<file path="src/rtl/wave_seq_ctrl_if.sv">
// Control/status bundle between a waveform sequencer controller and its host + address counter.
// Optional pause input is present only when WAVE_SEQ_CTRL_PAUSE_EN is defined.
interface wave_seq_ctrl_if #(
    parameter int DIV_WIDTH   = 16,
    parameter int BURST_WIDTH = 8
);
    logic                   start;
    logic                   stop;
    logic [DIV_WIDTH-1:0]   div;
    logic [BURST_WIDTH-1:0] burst;
    logic                   cnt_tc;
`ifdef WAVE_SEQ_CTRL_PAUSE_EN
    logic                   pause;
`endif
    logic                   cnt_en;
    logic                   cnt_rst;
    logic                   busy;
    logic                   done;
    logic [BURST_WIDTH-1:0] periods;

    modport slave (
        input  start, stop, div, burst, cnt_tc,
`ifdef WAVE_SEQ_CTRL_PAUSE_EN
        input  pause,
`endif
        output cnt_en, cnt_rst, busy, done, periods
    );

    modport master (
        output start, stop, div, burst, cnt_tc,
`ifdef WAVE_SEQ_CTRL_PAUSE_EN
        output pause,
`endif
        input  cnt_en, cnt_rst, busy, done, periods
    );
endinterface

</file>
<file path="src/rtl/wave_seq_ctrl.sv">
// Waveform sequencer controller: prescaled address-counter strobes, burst/continuous play, graceful stop.
// Define WAVE_SEQ_CTRL_PAUSE_EN to add a pause input that freezes the prescaler while in RUN.
module wave_seq_ctrl #(
    parameter int DIV_WIDTH   = 16,
    parameter int BURST_WIDTH = 8
) (
    input  logic           clk,
    input  logic           rst,
    wave_seq_ctrl_if.slave bus
);

    typedef enum logic [1:0] {
        IDLE   = 2'd0,
        ARM    = 2'd1,
        RUN    = 2'd2,
        FINISH = 2'd3
    } state_t;

    state_t                 state_q, state_d;
    logic [DIV_WIDTH-1:0]   div_q, div_d;
    logic [DIV_WIDTH-1:0]   presc_q, presc_d;
    logic [BURST_WIDTH-1:0] burst_q, burst_d;
    logic [BURST_WIDTH-1:0] periods_q, periods_d;
    logic                   stop_pend_q, stop_pend_d;

    logic                   hold;
    logic                   strobe;
    logic                   period_end;
    logic                   burst_hit;
    logic [BURST_WIDTH-1:0] periods_inc;

`ifdef WAVE_SEQ_CTRL_PAUSE_EN
    assign hold = bus.pause;
`else
    assign hold = 1'b0;
`endif

    always_ff @(posedge clk or negedge rst) begin
        if (!rst) begin
            state_q     <= IDLE;
            div_q       <= '0;
            presc_q     <= '0;
            burst_q     <= '0;
            periods_q   <= '0;
            stop_pend_q <= 1'b0;
        end else begin
            state_q     <= state_d;
            div_q       <= div_d;
            presc_q     <= presc_d;
            burst_q     <= burst_d;
            periods_q   <= periods_d;
            stop_pend_q <= stop_pend_d;
        end
    end

    always_comb begin
        strobe      = (state_q == RUN) && (presc_q == '0) && !hold;
        period_end  = strobe && bus.cnt_tc;
        periods_inc = (periods_q == '1) ? periods_q : periods_q + BURST_WIDTH'(1);
        burst_hit   = (burst_q != '0) && (periods_inc == burst_q);

        state_d     = state_q;
        div_d       = div_q;
        presc_d     = presc_q;
        burst_d     = burst_q;
        periods_d   = periods_q;
        stop_pend_d = stop_pend_q;

        case (state_q)
            IDLE: begin
                if (bus.start) begin
                    state_d     = ARM;
                    div_d       = bus.div;
                    burst_d     = bus.burst;
                    periods_d   = '0;
                    stop_pend_d = 1'b0;
                end
            end
            ARM: begin
                presc_d = div_q;
                state_d = RUN;
            end
            RUN: begin
                if (!hold) begin
                    presc_d = (presc_q == '0) ? div_q : presc_q - DIV_WIDTH'(1);
                end
                if (bus.stop) begin
                    stop_pend_d = 1'b1;
                end
                // stop_pend_q (not stop) gates termination, so a stop landing on a period end waits one more period
                if (period_end) begin
                    periods_d = periods_inc;
                    if (burst_hit || stop_pend_q) begin
                        state_d = FINISH;
                    end
                end
            end
            FINISH: begin
                state_d = IDLE;
            end
            default: begin
                state_d = IDLE;
            end
        endcase
    end

    assign bus.cnt_en  = strobe;
    assign bus.cnt_rst = (state_q != IDLE);
    assign bus.busy    = (state_q != IDLE);
    assign bus.done    = (state_q == FINISH);
    assign bus.periods = periods_q;

endmodule

</file>
<file path="src/flat_wrapper.sv">
// flat-port wrapper written by rule: the top's interface ports become plain ports
module wave_seq_ctrl_flat 
#(
    parameter int DIV_WIDTH   = 16,
    parameter int BURST_WIDTH = 8
)
  (clk, rst, bus_start, bus_stop, bus_div, bus_burst, bus_cnt_tc, bus_cnt_en, bus_cnt_rst, bus_busy, bus_done, bus_periods);
  wave_seq_ctrl_if #(.DIV_WIDTH(DIV_WIDTH), .BURST_WIDTH(BURST_WIDTH)) bus_i ();
  input  logic clk;
  input  logic rst;
  input wire logic [$bits(bus_i.start)-1:0] bus_start;
  input wire logic [$bits(bus_i.stop)-1:0] bus_stop;
  input wire logic [$bits(bus_i.div)-1:0] bus_div;
  input wire logic [$bits(bus_i.burst)-1:0] bus_burst;
  input wire logic [$bits(bus_i.cnt_tc)-1:0] bus_cnt_tc;
  output wire logic [$bits(bus_i.cnt_en)-1:0] bus_cnt_en;
  output wire logic [$bits(bus_i.cnt_rst)-1:0] bus_cnt_rst;
  output wire logic [$bits(bus_i.busy)-1:0] bus_busy;
  output wire logic [$bits(bus_i.done)-1:0] bus_done;
  output wire logic [$bits(bus_i.periods)-1:0] bus_periods;
  assign bus_i.start = bus_start;
  assign bus_i.stop = bus_stop;
  assign bus_i.div = bus_div;
  assign bus_i.burst = bus_burst;
  assign bus_i.cnt_tc = bus_cnt_tc;
  assign bus_cnt_en = bus_i.cnt_en;
  assign bus_cnt_rst = bus_i.cnt_rst;
  assign bus_busy = bus_i.busy;
  assign bus_done = bus_i.done;
  assign bus_periods = bus_i.periods;
  wave_seq_ctrl #(.DIV_WIDTH(DIV_WIDTH), .BURST_WIDTH(BURST_WIDTH)) u_core (.clk(clk), .rst(rst), .bus(bus_i));
endmodule
</file>
<file path="config.mk">
export PLATFORM = sky130hd
export DESIGN_NAME = wave_seq_ctrl_flat
export DESIGN_NICKNAME = d
export VERILOG_FILES = /design/src/rtl/wave_seq_ctrl_if.sv /design/src/rtl/wave_seq_ctrl.sv /design/src/flat_wrapper.sv
export SDC_FILE = /design/constraint.sdc
export NUM_CORES = 1
export LEC_CHECK = 0
export ABC_AREA = 1
export BUFFER_PORTS_ARGS = -buffer_cell sky130_fd_sc_hd__buf_2
export CAP_MARGIN = 20
export CORE_ASPECT_RATIO = 0.6
export CORE_UTILIZATION = 55
export DETAILED_ROUTE_END_ITERATION = 8
export PLACE_DENSITY_LB_ADDON = 0.15
export SLEW_MARGIN = 0
export SYNTH_ARGS = -nofsm -noshare
export SYNTH_HDL_FRONTEND = slang
export SYNTH_SLANG_ARGS = --single-unit
</file>
<file path="constraint.sdc">
create_clock -name clk -period 2.1 [get_ports clk]
set_input_delay 0 -clock clk [delete_from_list [all_inputs] [get_ports clk]]
set_output_delay 0 -clock clk [all_outputs]
set_load 0.1 [all_outputs]
</file>
* Yosys cells after proc, flatten, opt, wreduce, memory -nomap -nowiden *
Index checks and enable logic that the tools add are counted.

word-level totals
  input port bits = 29
  register bits after elaboration = 51
  output and inout bits = 12

operators by class
  eq/ne operators = 9
  multiplexer cells = 13
  reduce and logical (&&, ||, !) cells = 14
  add/sub/neg operators = 2

operator list
  kind                                                 count
  one-hot mux 16 bit (2 select lines)                  1
  two-way mux 8 bit                                    3
  zero test 16 bit                                     1
  two-way mux 16 bit                                   1
  one-hot mux 8 bit (2 select lines)                   1
  subtractor 16 x 1 -> 16 bit, second input constant   1
  AND reduction 3 bit                                  3
  adder 8 x 1 -> 8 bit, second input constant          1
  equality test 8 bit                                  1
  equality test 8 bit, second input constant           1
  one-hot mux 2 bit (4 select lines)                   1
  nonzero test 8 bit                                   1
  two-way mux 2 bit                                    3
  != test 2 bit, second input constant                 3
  nonzero test 2 bit                                   3
  equality test 2 bit, second input constant           2
  logical AND 1 bit                                    3
  equality test 2 x 1 -> 1 bit, second input constant  1
  zero test 2 bit                                      1
  two-way mux 1 bit                                    2
  != test 2 x 1 -> 1 bit, second input constant        1
  one-hot mux 1 bit (2 select lines)                   1
  AND reduction 2 bit                                  1
  logical OR 1 bit                                     1

* Longest topological paths before layout *
Gate-level depths: netlist of the first run.

  word-level depth = 8
  depth in mapped cells = 15

* Worst setup path before layout of the first run *
No wires, ideal clock.

  path kind = register -> register
  from = register u_core.periods_q[0], in the netlist u_core.bus.periods[0]
  to = register u_core.state_q[1]
  setup time = 0.117 ns
  path buffers = 1
  stages on the path, launching flop included = 16
  path slack = -0.434 ns
  arrival time = 2.417 ns
  path through = dfrtp_1 > ha_1 > nand2_1 > nor2_4 > nand2_2 > buf_6 > nand2_2 > nand2_1 > nand2_1 > nand2_1 > nor3_2 > nand3_1 > nand2_2 > nand2_2 > nand2_1 > nand2_1

on the way
  longest elaborated chain between the ends = 7

RTL lines
  element                                                             RTL line             RTL
  start: declaration                                                  wave_seq_ctrl.sv:23  logic [BURST_WIDTH-1:0] periods_q, periods_d;
  start signal: assignment                                            wave_seq_ctrl.sv:51  periods_q <= periods_d;
  adder 8 x 1 -> 8 bit / equality test 8 bit (equally long branches)  wave_seq_ctrl.sv:59  periods_inc = (periods_q == '1) ? periods_q : periods_q + BURST_WIDTH'(1);
  two-way mux 8 bit *                                                 wave_seq_ctrl.sv:59
  equality test 8 bit *                                               wave_seq_ctrl.sv:60  burst_hit = (burst_q != '0) && (periods_inc == burst_q);
  logical AND 1 bit *                                                 wave_seq_ctrl.sv:60
  logical OR 1 bit *                                                  wave_seq_ctrl.sv:93  if (burst_hit || stop_pend_q) begin
  != test 2 bit (no line) *                                           -
  AND reduction 3 bit (no line) *                                     -
  end signal: assignment                                              wave_seq_ctrl.sv:47  state_q <= state_d;
  end: declaration                                                    wave_seq_ctrl.sv:19  state_t state_q, state_d;

Every way passes the cells marked *; elsewhere a longest branch is shown, timed or not.
A chain may end at the register's enable or synchronous reset.

* Worst setup path in the final report of the first run *
Ends and elaborated chain as after synthesis.

==> results of run 1 <==
==> worst max-delay path: stages (launching register included) <==
cell	delay [ns]
dfrtp_4	0.51
ha_1	0.25
nand2_2	0.11
nor2_4	0.06
nand2_4	0.11
buf_4	0.13
nand3_2	0.07
nand3b_1	0.11
o21ai_0	0.09
nor2_1	0.11
nand3_1	0.09
nand2_2	0.10
nand2_2	0.05
nand2_1	0.07
nand2_1	0.06
==> power groups by stage <==
stage / registers (W) / logic [W] / clock network [W]
final: 0.00172 / 0.00245 / 0.000635
after global routing: 0.00177 / 0.00276 / 0.000686
after CTS: 0.00171 / 0.00244 / 0.000644
after detailed placement: 0.00172 / 0.00239 / 0
after global placement: 0.00171 / 0.00231 / 0
after floorplan: 0.00164 / 0.00189 / 0
==> stage by stage <==
stage	area, um2	TNS (ns)	instances	hold WS (ns)	worst slack (ns)
final	3600	0	511	0.00713	0.0805
after global routing	3600	-0.0474	511	0.0472	-0.0246
after CTS	3570	0	508	0.00743	0.0886
after detailed placement	3220	0	475	-0.0596	0.0975
after global placement	3220	0	475	-0.0599	0.166
after floorplan	2920	0	370	-0.296	0.0344
==> routing by layer <==
| layer | part of all wire (%) | vias up | wire, um | GRT usage [%] |
|---|---|---|---|---|
| met5 | 0 | - | 0 | 0 |
| met2 | 41 | 120 | 2980 | 37.9 |
| met1 | 50 | 1280 | 3670 | 44.5 |
| met4 | 0.72 | 0 | 52 | 4.90 |
| li1 | - | 1348 | - | - |
| met3 | 7.8 | 8 | 563 | 7.09 |
==> sequential cells by signal (all words and copies together), names as in the netlist <==
name,count
u_core.state_q,2
u_core.div_q,16
u_core.stop_pend_q,1
u_core.presc_q,16
u_core.burst_q,8
u_core.bus.periods,8
==> cell families (layout without fill, tap and decap cells) <==
group | after synthesis | after routing | synth area share [%]
simple gates | 178 | 178 | 27.6
xor+xnor | 6 | 6 | 1.82
flops | 51 | 51 | 44.1
buf+inv | 54 | 129 | 7.52
fa+ha+maj | 7 | 7 | 3.02
compound gates | 63 | 63 | 11.7
mux | 11 | 11 | 4.28
==> what timing repair did <==
action / in CTS / in global routing
hold buffers: 25 / 0
endpoints found under the hold margin: 53 / 0
buffers inserted: 0 / 3
endpoints found under the setup margin: 0 / 2
gates resized for setup: 0 / 2
==> cells in the final DEF (no fill, tap or decap), types with 2 or more instances in the layout <==
cell type	count
a21oi_1	20
buf_2	40
buf_4	13
clkbuf_8	7
dfrtp_1	43
dfrtp_2	6
dfrtp_4	2
dlygate4sd3_1	25
ha_1	7
inv_1	39
inv_2	3
mux2_2	11
nand2_1	85
nand2_2	5
nand2_4	2
nand3_1	25
nand3_2	2
nand4_1	2
nor2_1	39
nor2_4	3
nor3_1	6
nor3_2	3
nor4_1	2
o211ai_1	2
o21ai_0	21
o21ai_1	10
o22ai_1	7
xor2_1	6
==> final cells by class <==
type	instances	area, um2	share of cell area (%)
well taps	66	82.6	2.29
clock buffers	8	100	2.78
flip-flops and latches	51	1290	35.9
inverters	43	165	4.59
repair buffers	78	548	15.2
multi-input cells	265	1410	39.2
==> worst max-delay path by stage <==
| stage | depth (start not counted) | from | to | slack [ns] |
|---|---|---|---|---|
| global route | 14 | u_core.bus.periods[0] | u_core.state_q[1] | -0.02 |
| finish | 14 | u_core.bus.periods[0] | u_core.state_q[1] | 0.08 |
| detailed placement | 15 | u_core.bus.periods[0] | u_core.state_q[1] | 0.1 |
| CTS | 15 | u_core.bus.periods[0] | u_core.state_q[1] | 0.09 |
| global placement | 15 | u_core.bus.periods[0] | u_core.state_q[0] | 0.17 |
| floorplan | 15 | u_core.bus.periods[1] | u_core.state_q[1] | 0.03 |
==> metrics.csv, run 1 <==
stage;metric;value;unit
run_status;status;complete, no violations;
critical_path;cp.arrival;2.23;ns
clock_tree;cts_sinks;51;
pwr;vdd_ir_drop_max;0.000610;V
placement;port_buffers;40;
clock_tree;clockBufferDepth;2;
timing;skew;0.0121;ns
logic_synthesis;netlist.area_leader.share;44.1;%
layout;drive_gt1_share;22.7;%
timing;fin_crit_sh;96.2;%
grt;antenna_found_initial;0;
routing;drc_errors;0;
routing;routed_wl;7260;um
pwr;power.internal;0.00258;W
layout;nets;480;
worst_hold_path;hold_start;bus_stop;
pwr;p_comb_share;51.0;%
clock_tree;clk_pin_slew_worst_paths;0.10;ns
die;coreArea;5050;um2
clock_tree;insertion_delay;0.31;ns
timing;hold_viol;0;
critical_path;regToRegSetupSlack;0.08;ns
pwr;power;0.00481;W
die;top_level_ports;41;
logic_synthesis;ys.warnings.count;0;
logic_synthesis;avgSynthCellArea;7.83;um2
logic_synthesis;syn_inst;370;
clock_tree;cts-root-buf;clkbuf_8;
die;rows;20;
layout;antenna_cells;0;
logic_synthesis;synth-edff-count;0;
critical_path;crit_type;reg -> reg;
timing;period_minus_slack;2.02;ns
die;initial_utilization;57.3;%
die;die_area;5570;um2
pwr;p_sw_share;46.4;%
critical_path;cp_max_fo;10;
timing;fmax;0.495;GHz
routing;drtAntennaViolNets;0;
logic_synthesis;ys_seq_area_share;44.1;%
clock_tree;cts_inserted_buffers;5;
clock_tree;cts_tree;built;
critical_path;startpoint_type;register;
placement;hpwl;5170;um
logic_synthesis;syn_area;2900;um2
timing;final-setup-viol-count;0;
critical_path;rr_startpoint;u_core.bus.periods[0];
grt;grt_pass1_wl;11500;um
pwr;power.switching;0.00223;W
pwr;seq_power_share;35.8;%
job;drv_cap;0;
logic_synthesis;ys_ff_latch;51;
routing;wl_per_cell;14.2;um
logic_synthesis;yosysTopAreaCell;dfrtp_1;
critical_path;rr_worst_depth;14;
worst_hold_path;hold_path.class;in -> reg;
logic_synthesis;async_flop_share;100;%
logic_synthesis;synth_fp_nets;406;
critical_path;critPathRequiredTime;2.31;ns
critical_path;crit_path_end_kind;register;
grt;grt_pass1_vias;2351;
routing;via_per_inst;5.39;
logic_synthesis;yosysMostFrequentCell;nand2_1;
logic_synthesis;synth.area.top_cells;dfrtp_1, nand2_1, inv_1;
timing;slew_headroom;67.8;%
timing;max_slew.worst_pin.slew;0.486;ns
layout;fillCellCount;428;
logic_synthesis;synth-main-ff-cell;dfrtp_1;
logic_synthesis;synth_cell_type_count;32;
pwr;leakagePower;1.81;nW
grt;grt_use_total;27.9;%
routing;detailroute.via_count;2756;
die;die_x;95.7;um
worst_hold_path;holdPathStages;4;
routing;drtPass1Iterations;5;
layout;post-route-util;71.2;%
grt;grt_max_degree;28;
placement;gp_congestion;0.853;
routing;drt_iter0_drc;237;
layout;synthToLayoutAreaGrowth;24.3;%
clock_tree;cts_max_level;2;
pwr;p_clk_share;13.2;%
pwr;powerDensity;1340;nW/um2
critical_path;regToRegEndpoint;u_core.state_q[1];
grt;gr-total-overflow;0;
logic_synthesis;synthTopCellsByCount;nand2_1, dfrtp_1, inv_1, nor2_1, nand3_1;
worst_hold_path;hold_path_end;u_core.stop_pend_q;
timing;drv_slew;0;
die;die_height;58.2;um
No activity file was read; power rests on OpenSTA's default activity.
==> run 2, diff against run 1 <==
==> constraint.sdc (replaced) <==
create_clock -name clk -period 2.1 [get_ports clk]
set_input_delay 0.42 -clock clk [delete_from_list [all_inputs] [get_ports clk]]
set_output_delay 0.42 -clock clk [all_outputs]
set_load 0.1 [all_outputs]
==> metrics.csv, run 2 (same netlist as run 1, synthesis figures left out) <==
stage;metric;value;unit;change
run_status;status;complete, no violations;;
critical_path;rr_worst_depth;10;;-4
grt;grt_pass1_vias;2435;;+3.6%
layout;drive_gt1_share;27.1;%;+4.4 points
grt;gr-total-overflow;0;;unchanged
critical_path;cpMaxStageDelayCell;dfrtp_1;;
timing;fin_crit_sh;97.0;%;+0.85 points
critical_path;crit_family;simple AND/OR/NAND/NOR gates;;
critical_path;crit_cells;5;;-9
grt;antenna_found_initial;0;;unchanged
routing;drtAntennaViolNets;0;;unchanged
die;rows;20;;unchanged
pwr;leakagePower;1.73;nW;-4.2%
pwr;vdd_ir_drop_max;0.000617;V;+1.1%
layout;antenna_cells;0;;unchanged
critical_path;cp.arrival;1.62;ns;-0.61 ns
die;initial_utilization;57.3;%;unchanged
timing;fmax;0.491;GHz;-0.88%
layout;design_area;3450;um2;-4.2%
clock_tree;cts_tree;built;;
pwr;p_sw_share;46.4;%;about the same
die;die_x;95.7;um;unchanged
critical_path;cp_max_fo;5;;-5
timing;hold_viol;0;;unchanged
critical_path;path_cells;or2_4 > nor3_2 > nand3_2 > nor2_4 > buf_12;;
clock_tree;cts-root-buf;clkbuf_8;;
placement;port_buffers;40;;unchanged
die;coreArea;5050;um2;unchanged
timing;skew;0.00829;ns;-0.00380 ns
critical_path;critPathMaxStageDelay;0.44;ns;-0.07 ns
clock_tree;insertion_delay;0.30;ns;about the same
critical_path;rr_startpoint;u_core.presc_q[12];;
critical_path;critPathRequiredTime;1.68;ns;-0.63 ns
routing;drtPass1Iterations;5;;unchanged
die;die_height;58.2;um;unchanged
placement;hpwl;4990;um;-3.6%
timing;period_minus_slack;2.04;ns;+0.0179 ns
pwr;p_comb_share;53.1;%;+2.1 points
placement;postPlaceCellArea;3250;um2;+1.0%
timing;drv_slew;0;;unchanged
routing;routed_wl;7090;um;-2.3%
critical_path;critPathBufInv;1;;unchanged
layout;nets;460;;-4.2%
pwr;power.internal;0.00260;W;+1.0%
job;drv_cap;0;;unchanged
clock_tree;cts_inserted_buffers;5;;unchanged
clock_tree;cts_max_level;2;;unchanged
critical_path;crit_path_end_kind;output pin;;
timing;slew_headroom;67.6;%;-0.19 points
timing;final-setup-viol-count;0;;unchanged
layout;largestRegisters;u_core.div_q (16), u_core.presc_q (16);;
routing;detailroute.via_count;2670;;-3.1%
routing;via_per_inst;5.44;;+0.83%
layout;layout_commonest_cell;nand2_1;;
layout;final_cell_mix;nand2_1, dfrtp_1, nor2_1, buf_2, inv_1;;
critical_path;crit_type;reg -> out;;
grt;grt_max_degree;39;;+39%
die;top_level_ports;41;;unchanged
routing;drt_iter0_drc;236;;-0.42%
layout;synthToLayoutAreaGrowth;19.1;%;
clock_tree;cts_sinks;51;;unchanged
grt;grt_use_total;27.7;%;-0.18 points
routing;wl_per_cell;14.4;um;+1.7%
critical_path;startpoint_type;register;;
timing;rsz0062_at_grt;yes;;
worst_hold_path;hold_path.class;in -> async;;
timing;max_slew.worst_pin.slew;0.489;ns;+0.00289 ns
clock_tree;ctsHoldBuffers;0;;-100%
grt;grt_pass1_wl;11700;um;+1.6%
pwr;seq_power_share;35.5;%;-0.3 points
routing;drc_errors;0;;unchanged
pwr;powerDensity;1410;nW/um2;+5.4%
timing;worst_hold_slack;0.0572;ns;+0.0500 ns
clock_tree;clockBufferDepth;2;;unchanged
pwr;power.switching;0.00225;W;+0.95%
placement;gp_congestion;0.883;;+3.4%
critical_path;crit_start;u_core.presc_q[12];;
clock_tree;clk_pin_slew_worst_paths;0.09;ns;about the same
die;die_area;5570;um2;unchanged
pwr;p_clk_share;11.4;%;-1.8 points
run 2: cell types whose count changed in the layout (fill, tap and decap cells not counted), moves of 2 or more:
| cell | previous run | this run |
|---|---|---|
| ha_1 | 7 | 4 |
| clkbuf_4 | 0 | 2 |
| buf_4 | 13 | 15 |
| inv_2 | 3 | 7 |
| buf_12 | 0 | 4 |
| ha_2 | 0 | 3 |
| dlygate4sd3_1 | 25 | 0 |
| buf_2 | 40 | 37 |
| clkbuf_8 | 7 | 5 |
| inv_1 | 39 | 35 |
run 2: repair_timing:
| item | 4_1_cts | 5_1_grt |
|---|---|---|
| resized for setup | 3 | 12 |
| buffers inserted | 4 | 5 |
| endpoints found under the setup margin | 1 | 7 |
| pin swaps | 3 | 5 |
run 2: power by group through the flow:
| stage | Combinational (W) | Clock (W) | Sequential [W] |
|---|---|---|---|
| after CTS | 0.00247 | 0.000569 | 0.00171 |
| after global placement | 0.00233 | 0 | 0.00170 |
| final | 0.00258 | 0.000554 | 0.00172 |
| after global routing | 0.00289 | 0.000610 | 0.00178 |
| after detailed placement | 0.00240 | 0 | 0.00172 |
| after floorplan | 0.00189 | 0 | 0.00164 |
run 2: cell type report:
cell class,instances,area [um2]
repair buffers,58,393
clock inverters,1,5.00
fillers,444,1610
multi-input cells,265,1430
inverters,43,165
well taps,66,82.6
flip-flops and latches,51,1290
clock buffers,7,76.3
run 2: layer usage:
metal / global-route usage, % / routed length [um] / up-vias
met4: 5.54 / 39 / 0
met5: 0 / 0 / -
li1: - / - / 1313
met1: 43.9 / 3620 / 1264
met2: 39.5 / 3010 / 85
met3: 4.99 / 421 / 8
run 2: worst paths after layout:
path	to	slack [ns]
worst max-delay path	bus_cnt_en	0.06
worst min-delay path	u_core.bus.periods[5]	0.06
worst max register to register	u_core.presc_q[1]	0.12
worst min register to register	u_core.presc_q[15]	0.49
max in group asynchronous	u_core.bus.periods[1]	1.48
min in group clk	u_core.burst_q[5]	0.35
run 2: stage by stage:
step | power [W] | utilization [%] | TNS [ns] | worst slack [ns] | std cells
after floorplan | 0.00353 | - | -0.0881 | -0.0881 | 370
after global placement | 0.00404 | 64.3 | 0 | 0.176 | 474
after detailed placement | 0.00412 | 64.3 | 0 | 0.0800 | 474
after CTS | 0.00474 | 66.7 | 0 | 0.00923 | 486
after global routing | 0.00528 | 68.2 | -0.00672 | -0.00459 | 491
final | 0.00486 | 68.2 | 0 | 0.0626 | 491
